**config.mk**
```make
export PLATFORM = sky130hd
export DESIGN_NAME = dualport_ram_param_flat
export DESIGN_NICKNAME = d
export VERILOG_FILES = /design/src/rtl/dualport_ram_param_if.sv /design/src/rtl/dualport_ram_param.sv /design/src/flat_wrapper.sv
export SDC_FILE = /design/constraint.sdc
export NUM_CORES = 1
export LEC_CHECK = 0
export BUFFER_PORTS_ARGS = -buffer_cell sky130_fd_sc_hd__buf_2
export CAP_MARGIN = 20
export CORE_MARGIN = 1.5
export CORE_UTILIZATION = 60
export DETAILED_ROUTE_END_ITERATION = 16
export PLACE_DENSITY = 0.77
export SETUP_SLACK_MARGIN = 0.02
export SYNTH_ARGS = -nofsm -noshare
export SYNTH_HDL_FRONTEND = slang
export SYNTH_SLANG_ARGS = --single-unit
```
**constraint.sdc**
```tcl
create_clock -name clk -period 6.4 [get_ports clk]
set_clock_uncertainty 0.15 [all_clocks]
set_input_delay 0.32 -clock clk [delete_from_list [all_inputs] [get_ports clk]]
set_output_delay 0.32 -clock clk [all_outputs]
set_load 0.005 [all_outputs]
```
**src/rtl/dualport_ram_param_if.sv**
```systemverilog
// Port bundle for dualport_ram_param: write port, read port, read-valid strobe and ready.
// The RAM takes the slave modport; the client driving it takes the master modport.
`timescale 1ns/1ps
interface dualport_ram_param_if #(
    parameter int DATA_W = 8,
    parameter int ADDR_W = 6
);
    logic              we_en;
    logic [ADDR_W-1:0] we_addr;
    logic [DATA_W-1:0] din;
    logic              rd_en;
    logic [ADDR_W-1:0] re_addr;
    logic [DATA_W-1:0] dout;
    logic              dout_valid;
    logic              ready;

    modport master (
        output we_en, we_addr, din, rd_en, re_addr,
        input  dout, dout_valid, ready
    );

    modport slave (
        input  we_en, we_addr, din, rd_en, re_addr,
        output dout, dout_valid, ready
    );
endinterface

```
**src/rtl/dualport_ram_param.sv**
```systemverilog
// Simple dual-port RAM (1 write, 1 read, one clock) with post-reset clear sweep; OUTPUT_REG_EN adds an output stage.
// Latency: write 1 edge; read 1 edge (2 with OUTPUT_REG_EN); ready rises DEPTH edges after rst drops.
// Backpressure: none; we_en/rd_en are ignored while ready=0, otherwise one op per port per cycle.
`timescale 1ns/1ps
module dualport_ram_param #(
    parameter int                DATA_W   = 8,
    parameter int                ADDR_W   = 6,
    parameter int                DEPTH    = 1 << ADDR_W,
    parameter logic [DATA_W-1:0] INIT_VAL = '0,
    parameter bit                RDW_MODE = 1'b1
) (
    input logic                 clk,
    input logic                 rst,
    dualport_ram_param_if.slave bus
);
    typedef enum logic {
        CLEAR = 1'b0,
        READY = 1'b1
    } state_t;

    localparam logic [ADDR_W-1:0] LAST_ADDR = ADDR_W'(DEPTH - 1);
    localparam logic [ADDR_W:0]   DEPTH_X   = (ADDR_W + 1)'(DEPTH);

    state_t            state_q;
    state_t            state_d;
    logic [ADDR_W-1:0] clr_ptr;
    logic [DATA_W-1:0] mem [DEPTH];

    logic              active;
    logic              wr_ok;
    logic              rd_in_range;
    logic [DATA_W-1:0] rd_data;
    logic [DATA_W-1:0] dout_s1;
    logic              vld_s1;

    always_comb begin
        state_d = state_q;
        if (state_q == CLEAR && clr_ptr == LAST_ADDR) begin
            state_d = READY;
        end
    end

    always_ff @(posedge clk) begin
        if (rst) begin
            state_q <= CLEAR;
            clr_ptr <= '0;
        end else begin
            state_q <= state_d;
            if (state_q == CLEAR) begin
                clr_ptr <= clr_ptr + ADDR_W'(1);
            end
        end
    end

    assign active      = (state_q == READY);
    assign wr_ok       = active && bus.we_en && ({1'b0, bus.we_addr} < DEPTH_X);
    assign rd_in_range = ({1'b0, bus.re_addr} < DEPTH_X);

    // Storage has no reset: the sweep, not rst, establishes the initial contents.
    always_ff @(posedge clk) begin
        if (!rst) begin
            if (state_q == CLEAR) begin
                mem[clr_ptr] <= INIT_VAL;
            end else if (wr_ok) begin
                mem[bus.we_addr] <= bus.din;
            end
        end
    end

    // Out-of-range reads return the clear value; same-address bypass only in write-first mode.
    always_comb begin
        rd_data = INIT_VAL;
        if (rd_in_range) begin
            if (RDW_MODE && wr_ok && bus.we_addr == bus.re_addr) begin
                rd_data = bus.din;
            end else begin
                rd_data = mem[bus.re_addr];
            end
        end
    end

    always_ff @(posedge clk) begin
        if (rst) begin
            dout_s1 <= '0;
            vld_s1  <= 1'b0;
        end else begin
            vld_s1 <= active && bus.rd_en;
            if (active && bus.rd_en) begin
                dout_s1 <= rd_data;
            end
        end
    end

`ifdef OUTPUT_REG_EN
    logic [DATA_W-1:0] dout_s2;
    logic              vld_s2;

    always_ff @(posedge clk) begin
        if (rst) begin
            dout_s2 <= '0;
            vld_s2  <= 1'b0;
        end else begin
            vld_s2 <= vld_s1;
            if (vld_s1) begin
                dout_s2 <= dout_s1;
            end
        end
    end

    assign bus.dout       = dout_s2;
    assign bus.dout_valid = vld_s2;
`else
    assign bus.dout       = dout_s1;
    assign bus.dout_valid = vld_s1;
`endif

    assign bus.ready = active;
endmodule

```
**src/flat_wrapper.sv**
```systemverilog
// flat-port wrapper written by rule: the top's interface ports become plain ports
module dualport_ram_param_flat 
#(
    parameter int                DATA_W   = 8,
    parameter int                ADDR_W   = 6,
    parameter int                DEPTH    = 1 << ADDR_W,
    parameter logic [DATA_W-1:0] INIT_VAL = '0,
    parameter bit                RDW_MODE = 1'b1
)
  (clk, rst, bus_we_en, bus_we_addr, bus_din, bus_rd_en, bus_re_addr, bus_dout, bus_dout_valid, bus_ready);
  dualport_ram_param_if #(.DATA_W(DATA_W), .ADDR_W(ADDR_W)) bus_i ();
  input logic clk;
  input logic rst;
  input wire logic [$bits(bus_i.we_en)-1:0] bus_we_en;
  input wire logic [$bits(bus_i.we_addr)-1:0] bus_we_addr;
  input wire logic [$bits(bus_i.din)-1:0] bus_din;
  input wire logic [$bits(bus_i.rd_en)-1:0] bus_rd_en;
  input wire logic [$bits(bus_i.re_addr)-1:0] bus_re_addr;
  output wire logic [$bits(bus_i.dout)-1:0] bus_dout;
  output wire logic [$bits(bus_i.dout_valid)-1:0] bus_dout_valid;
  output wire logic [$bits(bus_i.ready)-1:0] bus_ready;
  assign bus_i.we_en = bus_we_en;
  assign bus_i.we_addr = bus_we_addr;
  assign bus_i.din = bus_din;
  assign bus_i.rd_en = bus_rd_en;
  assign bus_i.re_addr = bus_re_addr;
  assign bus_dout = bus_i.dout;
  assign bus_dout_valid = bus_i.dout_valid;
  assign bus_ready = bus_i.ready;
  dualport_ram_param #(.DATA_W(DATA_W), .ADDR_W(ADDR_W), .DEPTH(DEPTH), .INIT_VAL(INIT_VAL), .RDW_MODE(RDW_MODE)) u_core (.clk(clk), .rst(rst), .bus(bus_i));
endmodule
```
==> load_flow_metrics.sql, run 1 <==
INSERT INTO impl_metrics (metric_group, metric, value, unit) VALUES
('sta', 'finalSetupViolations', '0', ''),
('global_routing', 'grt_use_total', '0.262', ''),
('cts', 'clk_latency_worst_skew_pair', '0.57', 'ns'),
('power', 'clockPowerShare', '0.434', ''),
('power', 'p_leak', '8.53', 'nW'),
('sta', 'timing.fmax', '0.258', 'GHz'),
('routing', 'vias', '10808', ''),
('routing', 'drtPass1Iterations', '7', ''),
('sta', 'fin_crit', '3.87', 'ns'),
('power', 'p_comb_frac', '0.035', ''),
('status', 'result_of_the_run', 'finished clean', ''),
('power', 'swShare', '0.199', ''),
('yosys', 'post_synth_inst_count', '1101', ''),
('placement', 'numPortBuffers', '33', ''),
('worst_setup_path', 'critical_path_data_required_time', '6.43', 'ns'),
('yosys', 'synthArstFlopShare', '0', ''),
('routing', 'post-route-drc-count', '0', ''),
('placement', 'gp_congestion', '0.919', ''),
('sta', 'timing.slew.headroom', '0.192', ''),
('yosys', 'synth-main-ff-cell', 'sky130_fd_sc_hd__edfxtp_1', ''),
('cts', 'clkTransAtPathRegs', '0.06', 'ns'),
('yosys', 'mappedNetlistArea', '21100', 'um2'),
('cts', 'postCtsSetupRepairBufs', '0', ''),
('yosys', 'avgSynthCellArea', '19.1', 'um2'),
('worst_setup_path', 'crit_fanout', '28', ''),
('global_routing', 'grt.overflow.total', '0', ''),
('sta', 'final_min_period_over_clock_period', '0.604', ''),
('global_routing', 'grt_first_pass_wirelength', '68500', 'um'),
('routing', 'via_per_inst', '6.57', ''),
('yosys', 'distinct_cell_type_count_of_the_synthesized_netlist', '49', ''),
('routing', 'avgRoutedWirePerCell', '28.2', 'um'),
('cts', 'cts.path.max_buffers', '3', ''),
('sta', 'final.setup.tns', '0', 'ns'),
('placement', 'place_hpwl', '28000', 'um'),
('sta', 'worst_setup_slack_final', '2.53', 'ns'),
('power', 'power_density', '302', 'nW/um2'),
('worst_setup_path', 'worst-setup-path-type', 'flip-flop to flip-flop', ''),
('floorplanning', 'core_footprint', '34500', 'um2'),
('worst_setup_path', 'crit_path_end_kind', 'flip-flop', ''),
('routing', 'final_antenna_net_count', '0', ''),
('cts', 'cts-htree-levels', '2', ''),
('global_routing', 'number_of_global_route_vias_before_repair', '10723', ''),
('worst_setup_path', 'worstSetupStartpoint', 'u_core.bus.ready', ''),
('cts', 'master_cell_of_the_clock_root_buffer', 'sky130_fd_sc_hd__clkbuf_16', ''),
('power', 'vdd_ir_drop_max', '0.000237', 'V'),
('worst_setup_path', 'timing.reg2reg.worst_path_depth', '5', ''),
('sta', 'timing_worst_slew_pin_value', '1.18', 'ns'),
('cts', 'cts_made_buffers', '51', ''),
('cts', 'cts.sink_count', '528', ''),
('power', 'power.sequential.fraction', '0.531', ''),
('worst_setup_path', 'crit_arrival', '3.90', 'ns'),
('floorplanning', 'dieArea', '36200', 'um2'),
('floorplanning', 'top_level_ports', '34', ''),
('routing', 'first_iter_violations', '1311', ''),
('placement', 'place_ws', '2.62', 'ns'),
('floorplanning', 'die_height', '190', 'um'),
('global_routing', 'grt_max_degree', '66', ''),
('routing', 'wirelength', '46300', 'um'),
('worst_setup_path', 'timing.critical_path.from_type', 'flip-flop', ''),
('power', 'intPower', '0.00565', 'W'),
('min_path', 'min-delay-path-class', 'input pin to flip-flop', ''),
('finish', 'nFillCells', '2185', ''),
('floorplanning', 'start_util', '0.610', ''),
('finish', 'syn_to_final_growth', '11.1', '%'),
('floorplanning', 'fp.dieW', '190', 'um'),
('yosys', 'post_synth_edffs', '512', ''),
('cts', 'tritoncts', 'built', ''),
('sta', 'rsz0062_at_grt', 'false', ''),
('floorplanning', 'num_rows', '68', ''),
('finish', 'post_route_cells_drive_above_1_share', '0.213', ''),
('power', 'net-switching-power', '0.00141', 'W'),
('yosys', 'synth_fp_nets', '1126', ''),
('yosys', 'post_synthesis_register_bit_count', '528', ''),
('worst_setup_path', 'critical_path.reg2reg.startpoint', 'u_core.bus.ready', ''),
('run', 'cap_violations', '0', ''),
('min_path', 'count_of_cells_along_the_worst_hold_path', '2', ''),
('yosys', 'yosys_warnings', '0', ''),
('power', 'power', '0.00706', 'W'),
('min_path', 'hold_start', 'bus_din[7]', ''),
('sta', 'timing.final.hold_violations', '0', ''),
('finish', 'design.final.nets', '1174', ''),
('finish', 'final_util', '0.677', ''),
('global_routing', 'number_of_antenna_violations_at_the_first_check_in_global_routing', '2', ''),
('yosys', 'synth_sequential_area_ratio', '0.745', ''),
('sta', 'timing_max_transition_violations_final', '0', '');
cells in the mapped netlist, types with 3 or more instances:
| library cell | n | share of area |
|---|---|---|
| sky130_fd_sc_hd__nand3_1 | 10 | 0.0024 |
| sky130_fd_sc_hd__nand2_1 | 31 | 0.0055 |
| sky130_fd_sc_hd__a2111oi_0 | 7 | 0.0029 |
| sky130_fd_sc_hd__buf_1 | 5 | 0.00089 |
| sky130_fd_sc_hd__o21a_1 | 3 | 0.0011 |
| sky130_fd_sc_hd__buf_4 | 11 | 0.0039 |
| sky130_fd_sc_hd__buf_2 | 17 | 0.0040 |
| sky130_fd_sc_hd__a31oi_1 | 4 | 0.0012 |
| sky130_fd_sc_hd__clkbuf_1 | 21 | 0.0037 |
| sky130_fd_sc_hd__a22oi_1 | 5 | 0.0018 |
| sky130_fd_sc_hd__a221oi_1 | 5 | 0.0021 |
| sky130_fd_sc_hd__o221ai_1 | 7 | 0.0029 |
| sky130_fd_sc_hd__mux2i_1 | 84 | 0.040 |
| sky130_fd_sc_hd__mux4_2 | 105 | 0.11 |
| sky130_fd_sc_hd__xor2_1 | 6 | 0.0025 |
| sky130_fd_sc_hd__nand2b_1 | 9 | 0.0027 |
| sky130_fd_sc_hd__mux2_2 | 12 | 0.0064 |
| sky130_fd_sc_hd__o22ai_1 | 8 | 0.0024 |
| sky130_fd_sc_hd__a22o_1 | 7 | 0.0029 |
| sky130_fd_sc_hd__nand3b_1 | 3 | 0.0011 |
| sky130_fd_sc_hd__xnor2_1 | 4 | 0.0017 |
| sky130_fd_sc_hd__o21ai_0 | 10 | 0.0024 |
| sky130_fd_sc_hd__and2_1 | 11 | 0.0033 |
| sky130_fd_sc_hd__dfxtp_1 | 16 | 0.015 |
| sky130_fd_sc_hd__edfxtp_1 | 512 | 0.73 |
| sky130_fd_sc_hd__or3_1 | 5 | 0.0015 |
| sky130_fd_sc_hd__o31ai_1 | 3 | 0.0011 |
| sky130_fd_sc_hd__a211oi_1 | 7 | 0.0025 |
| sky130_fd_sc_hd__nor2_1 | 117 | 0.021 |
| sky130_fd_sc_hd__nor2b_1 | 10 | 0.0030 |
| sky130_fd_sc_hd__o21ai_1 | 8 | 0.0019 |
| sky130_fd_sc_hd__a21oi_1 | 8 | 0.0019 |
| sky130_fd_sc_hd__o221a_1 | 7 | 0.0037 |
flip-flops by register name, summed over array words and instances (netlist names):
register and cells:
u_core.bus.ready 1, u_core.clr_ptr 6, u_core.bus.dout 8, u_core.bus.dout_valid 1, u_core.mem 512
cell usage in the layout (no fill, tap or decap), types with 9 or more instances in the layout:
cell type                   count
sky130_fd_sc_hd__buf_2         30
sky130_fd_sc_hd__clkbuf_1       9
sky130_fd_sc_hd__buf_4         16
sky130_fd_sc_hd__edfxtp_1     512
sky130_fd_sc_hd__nor2_1       117
sky130_fd_sc_hd__mux2i_1       84
sky130_fd_sc_hd__nand2_1       31
sky130_fd_sc_hd__mux2_2        12
sky130_fd_sc_hd__nand3_1       10
sky130_fd_sc_hd__mux4_2       105
sky130_fd_sc_hd__clkbuf_16     52
sky130_fd_sc_hd__nor2b_1       10
sky130_fd_sc_hd__dfxtp_1       16
sky130_fd_sc_hd__o21ai_0       10
sky130_fd_sc_hd__nand2b_1       9
sky130_fd_sc_hd__clkinv_2      13
kinds of logic after synthesis:
kind of cell / share of synthesized area
compound gates: 0.0350
xor+xnor: 0.00416
fa+ha+maj: 0.000594
buf+inv: 0.0138
flops: 0.745
mux: 0.159
simple gates: 0.0421
per-layer routing:
metal  part of all wire  track usage  vias to the layer above
li1                   -            -                     4580
met1               0.40        0.370                     5581
met2               0.48        0.420                      540
met3              0.087       0.0484                      107
met4              0.033       0.0839                        0
met5                  0            0                        -
worst paths after layout:
| check | endpoint | slack [ns] |
|---|---|---|
| max | u_core.mem[45][3] | 2.53 |
| min | u_core.mem[21][7] | 0.31 |
| max reg2reg | u_core.mem[45][3] | 2.53 |
| min reg2reg | u_core.clr_ptr[5] | 0.44 |
worst max-delay path, cell delays in order, from the launching register on:
cell and delay, ns:
sky130_fd_sc_hd__dfxtp_1 0.64, sky130_fd_sc_hd__and3b_1 0.95, sky130_fd_sc_hd__mux2i_1 0.41, sky130_fd_sc_hd__nor3_1 0.45, sky130_fd_sc_hd__nand2b_1 0.17, sky130_fd_sc_hd__nor2_1 0.69
stage by stage:
| stage | cell area, um2 | cells | hold WS (ns) |
|---|---|---|---|
| after global routing | 23400 | 1644 | 0.327 |
| after floorplan | 21100 | 1101 | 0.331 |
| final | 23400 | 1646 | 0.309 |
| after detailed placement | 21700 | 1548 | 0.419 |
| after global placement | 21700 | 1548 | 0.404 |
| after CTS | 23400 | 1643 | 0.290 |
area by class of cell:
type | instances | area (um2) | share of cell area
Timing Repair Buffer | 50 | 315 | 0.0135
Sequential cell | 528 | 15700 | 0.671
Antenna cell | 3 | 7.51 | 0.000321
Clock buffer | 61 | 1340 | 0.0571
Inverter | 4 | 15.0 | 0.000642
Multi-Input combinational cell | 514 | 5090 | 0.217
Tap cell | 455 | 569 | 0.0243
Clock inverter | 31 | 374 | 0.0160
timing repair:
item                      in CTS  in global routing
hold buffers                   3                  0
resized for setup              0                  0
hold endpoints to repair       3                  0
power by group through the flow:
stage | clock network [W] | logic (W) | registers, W
2_1_floorplan | 0 | 0.000172 | 0.00382
3_3_place_gp | 0 | 0.000239 | 0.00382
3_5_place_dp | 0 | 0.000241 | 0.00382
4_1_cts | 0.00308 | 0.000244 | 0.00375
5_1_grt | 0.00321 | 0.000258 | 0.00375
6_report | 0.00306 | 0.000245 | 0.00375
No activity file was read; power rests on OpenSTA's default activity.
==> inputs of run 2 (changes only) <==
--- a/config.mk
+++ b/config.mk
@@ -5,12 +5,13 @@
 export SDC_FILE = /design/constraint.sdc
 export NUM_CORES = 1
 export LEC_CHECK = 0
+export ABC_AREA = 1
 export BUFFER_PORTS_ARGS = -buffer_cell sky130_fd_sc_hd__buf_2
 export CAP_MARGIN = 20
 export CORE_MARGIN = 1.5
 export CORE_UTILIZATION = 60
 export DETAILED_ROUTE_END_ITERATION = 16
-export PLACE_DENSITY = 0.77
+export PLACE_DENSITY = 0.76
 export SETUP_SLACK_MARGIN = 0.02
 export SYNTH_ARGS = -nofsm -noshare
 export SYNTH_HDL_FRONTEND = slang
==> constraint.sdc (replaced) <==
create_clock -name clk -period 3.8 [get_ports clk]
set_clock_uncertainty 0.15 [all_clocks]
set_input_delay 0.19 -clock clk [delete_from_list [all_inputs] [get_ports clk]]
set_output_delay 0.19 -clock clk [all_outputs]
set_load 0.005 [all_outputs]
==> run 2 against run 1 <==
The flow now finishes with violations (DRC); worst hold slack got worse by 0.075 ns; total power rose by 70%; final cell count increased by 53%; sequential share of layout area down 3.8 points; flip-flop and latch count unchanged; die area increased by 3.7%; largest cell class unchanged.
==> load_flow_metrics.sql, run 2 <==
INSERT INTO impl_metrics (metric_group, metric, value, unit) VALUES
('status', 'result_of_the_run', 'complete, but fails checks', ''),
('status', 'violations', 'DRC', ''),
('yosys', 'synthDominantAreaCellType', 'sky130_fd_sc_hd__edfxtp_1', ''),
('min_path', 'count_of_cells_along_the_worst_hold_path', '5', ''),
('yosys', 'synth_mux_area_frac', '0', ''),
('yosys', 'post_synth_edffs', '512', ''),
('yosys', 'synth_fp_nets', '1964', ''),
('routing', 'final_antenna_net_count', '0', ''),
('finish', 'finish.instance_area', '24800', 'um2'),
('cts', 'clkTransAtPathRegs', '0.06', 'ns'),
('yosys', 'post_synth_inst_count', '1939', ''),
('finish', 'post_route_cells_drive_above_1_share', '0.111', ''),
('worst_setup_path', 'timing.critical_path.from_type', 'flip-flop', ''),
('placement', 'place_area', '22900', 'um2'),
('sta', 'timing_max_transition_violations_final', '0', ''),
('yosys', 'leading_cell_type_by_number_of_instances_after_synthesis', 'sky130_fd_sc_hd__nand2_1', ''),
('yosys', 'synth_sequential_area_ratio', '0.718', ''),
('yosys', 'synth.cells.most_frequent', 'sky130_fd_sc_hd__nand2_1 (681), sky130_fd_sc_hd__edfxtp_1 (512), sky130_fd_sc_hd__nand3_1 (440)', ''),
('yosys', 'synth-main-ff-cell', 'sky130_fd_sc_hd__edfxtp_1', ''),
('placement', 'numPortBuffers', '33', ''),
('yosys', 'avgSynthCellArea', '11.3', 'um2'),
('sta', 'timing.final.hold_violations', '0', ''),
('global_routing', 'grt.overflow.total', '0', ''),
('yosys', 'distinct_cell_type_count_of_the_synthesized_netlist', '34', ''),
('finish', 'design.final.nets', '2033', ''),
('placement', 'gp_congestion', '0.912', ''),
('worst_setup_path', 'crit_reg_reg_endpoint', 'u_core.bus.dout[4]', ''),
('sta', 'rsz0062_at_grt', 'false', ''),
('yosys', 'synthTopCellsByArea', 'sky130_fd_sc_hd__edfxtp_1 (70%), sky130_fd_sc_hd__nand2_1 (12%), sky130_fd_sc_hd__nand3_1 (10%), sky130_fd_sc_hd__dfxtp_1 (1.5%), sky130_fd_sc_hd__clkbuf_1 (1.3%)', ''),
('sta', 'timing.fmax', '0.293', 'GHz'),
('cts', 'postCtsSetupRepairBufs', '0', ''),
('sta', 'timing_worst_slew_pin_value', '1.02', 'ns'),
('routing', 'avgRoutedWirePerCell', '21.8', 'um'),
('floorplanning', 'fp.dieW', '194', 'um'),
('cts', 'cts.sink_count', '528', ''),
('power', 'p_leak', '9.72', 'nW'),
('floorplanning', 'num_rows', '69', ''),
('routing', 'post-route-drc-count', '1', ''),
('sta', 'timing.slew.headroom', '0.322', ''),
('finish', 'nFillCells', '2480', ''),
('routing', 'drtPass1Iterations', '14', ''),
('worst_setup_path', 'crit_fanout', '15', ''),
('floorplanning', 'core_footprint', '35700', 'um2'),
('floorplanning', 'dieArea', '37600', 'um2'),
('worst_setup_path', 'critical_path.reg2reg.startpoint', 'u_core.bus.ready', ''),
('cts', 'cts_made_buffers', '50', ''),
('yosys', 'post_synthesis_register_bit_count', '528', ''),
('worst_setup_path', 'worstSetupStartpoint', 'u_core.bus.ready', ''),
('finish', 'mostFrequentLayoutCell', 'sky130_fd_sc_hd__nand2_1', ''),
('floorplanning', 'start_util', '0.611', ''),
('routing', 'first_iter_violations', '2065', ''),
('worst_setup_path', 'critical_path_data_required_time', '4.17', 'ns'),
('yosys', 'synth_compound_area_frac', '0.0127', ''),
('worst_setup_path', 'crit_path_end_kind', 'flip-flop', ''),
('worst_setup_path', 'r2r_setup_slack', '0.38', 'ns'),
('worst_setup_path', 'crit_arrival', '3.79', 'ns'),
('global_routing', 'grt_first_pass_wirelength', '84200', 'um'),
('worst_setup_path', 'timing.reg2reg.worst_path_depth', '9', ''),
('finish', 'final_cell_mix', 'sky130_fd_sc_hd__nand2_1 (681), sky130_fd_sc_hd__edfxtp_1 (512), sky130_fd_sc_hd__nand3_1 (440)', ''),
('yosys', 'yosys.area_share.adder', '0.000573', ''),
('cts', 'clk_latency_worst_skew_pair', '0.58', 'ns'),
('floorplanning', 'die_height', '194', 'um'),
('sta', 'final.setup.tns', '0', 'ns'),
('yosys', 'yosys_warnings', '0', ''),
('global_routing', 'number_of_antenna_violations_at_the_first_check_in_global_routing', '2', ''),
('global_routing', 'grt_max_degree', '128', ''),
('yosys', 'synth-simple-area-share', '0.240', ''),
('finish', 'syn_to_final_growth', '13.4', '%'),
('finish', 'regMostFlops', 'u_core.mem', ''),
('worst_setup_path', 'worst-setup-path-type', 'flip-flop to flip-flop', ''),
('global_routing', 'grt_use_total', '0.295', ''),
('routing', 'via_per_inst', '6.08', ''),
('routing', 'wirelength', '54700', 'um'),
('cts', 'master_cell_of_the_clock_root_buffer', 'sky130_fd_sc_hd__clkbuf_16', ''),
('finish', 'largest_register_ff_count', '512', ''),
('min_path', 'hold_start', 'bus_we_addr[0]', ''),
('sta', 'final_min_period_over_clock_period', '0.900', ''),
('yosys', 'synthArstFlopShare', '0', ''),
('power', 'power_density', '484', 'nW/um2'),
('run', 'cap_violations', '0', ''),
('power', 'vdd_ir_drop_max', '0.000480', 'V'),
('yosys', 'mappedNetlistArea', '21900', 'um2'),
('global_routing', 'number_of_global_route_vias_before_repair', '14785', ''),
('routing', 'vias', '15277', ''),
('placement', 'place_hpwl', '31700', 'um'),
('cts', 'cts-htree-levels', '2', ''),
('cts', 'tritoncts', 'built', ''),
('cts', 'cts.path.max_buffers', '3', ''),
('sta', 'fin_crit', '3.42', 'ns'),
('min_path', 'min-delay-path-class', 'input pin to flip-flop', ''),
('yosys', 'synth_top_family_by_area', 'simple AND/OR/NAND/NOR gates', ''),
('floorplanning', 'top_level_ports', '34', ''),
('yosys', 'synth_xor_xnor_area_share', '0.000401', ''),
('sta', 'finalSetupViolations', '0', ''),
('yosys', 'yosysTopAreaCellShare', '0.704', ''),
('min_path', 'holdPathEnd', 'u_core.mem[44][1]', '');
==> run 2: cell types whose count changed in the layout (fill, tap and decap cells not counted), sizes merged, moves of 10 or more <==
cell / delta
clkbuf: +12
inv: +29
nor2b: -10
mux2: -12
nand2: +655
mux4: -105
buf: +67
dlygate4sd3: +16
nand3: +434
and2: -11
nor2: -52
mux2i: -85
==> run 2: what timing repair did <==
item | CTS | global route
resized for setup | 0 | 0
endpoints found under the hold margin | 16 | 0
hold buffers | 19 | 0
==> run 2: worst max-delay path: stages (launching register included) <==
cell and delay (ns):
sky130_fd_sc_hd__dfxtp_1 0.55, sky130_fd_sc_hd__nand3_4 0.34, sky130_fd_sc_hd__o21ai_1 0.66, sky130_fd_sc_hd__xor2_1 0.15
sky130_fd_sc_hd__nor2_2 0.18, sky130_fd_sc_hd__nand3_2 0.28, sky130_fd_sc_hd__o21ai_0 0.28, sky130_fd_sc_hd__inv_1 0.07
sky130_fd_sc_hd__a21oi_1 0.13, sky130_fd_sc_hd__dlygate4sd3_1 0.56
==> run 2: through the flow <==
| stage | cells | worst slack [ns] | hold slack, ns | util | total power, W |
|---|---|---|---|---|---|
| after floorplan | 1939 | 1.06 | 0.183 | - | 0.00681 |
| after global placement | 2397 | 0.804 | 0.313 | 0.640 | 0.00698 |
| after detailed placement | 2397 | 0.685 | 0.301 | 0.640 | 0.00699 |
| after CTS | 2509 | 0.462 | 0.210 | 0.693 | 0.0120 |
| after global routing | 2512 | 0.115 | 0.260 | 0.694 | 0.0123 |
| final | 2512 | 0.382 | 0.234 | 0.694 | 0.0120 |
==> run 2: cell families after synthesis <==
| group | after synthesis |
|---|---|
| AND/OR/NAND/NOR | 1217 |
| flip-flops | 528 |
| adder cells (fa/ha/maj) | 1 |
| buffers and inverters | 151 |
| XOR/XNOR | 1 |
| AO/OA/AOI/OAI | 41 |
==> run 2: worst max path at each step <==
stage	to	slack, ns	cells past startpoint
CTS	u_core.bus.dout[7]	0.46	9
floorplan	u_core.mem[44][0]	1.06	7
global route	u_core.bus.dout[4]	0.12	9
global placement	u_core.mem[48][2]	0.80	7
finish	u_core.bus.dout[4]	0.38	9
detailed placement	u_core.mem[48][3]	0.69	7
==> run 2: final cells by class <==
| cell class | count | area, um2 | area share |
|---|---|---|---|
| sequential | 528 | 15700 | 0.633 |
| multi-input combinational | 1260 | 5550 | 0.224 |
| clock buffer | 73 | 1470 | 0.0594 |
| timing repair buffer | 133 | 1130 | 0.0456 |
| tap | 461 | 577 | 0.0233 |
| clock inverter | 20 | 225 | 0.00908 |
| inverter | 35 | 141 | 0.00570 |
| antenna | 2 | 5.00 | 0.000202 |
==> run 2: layer usage <==
| metal | share of wire | global-route usage | vias up |
|---|---|---|---|
| li1 | - | - | 6930 |
| met1 | 0.39 | 0.409 | 7288 |
| met2 | 0.48 | 0.476 | 919 |
| met3 | 0.10 | 0.0447 | 140 |
| met4 | 0.035 | 0.115 | 0 |
| met5 | 0 | 0 | - |
==> run 2: power breakdown <==
part           internal, W  switching (W)
sequential         0.00631     0.00000695
combinational     0.000164       0.000424
clock              0.00302        0.00207
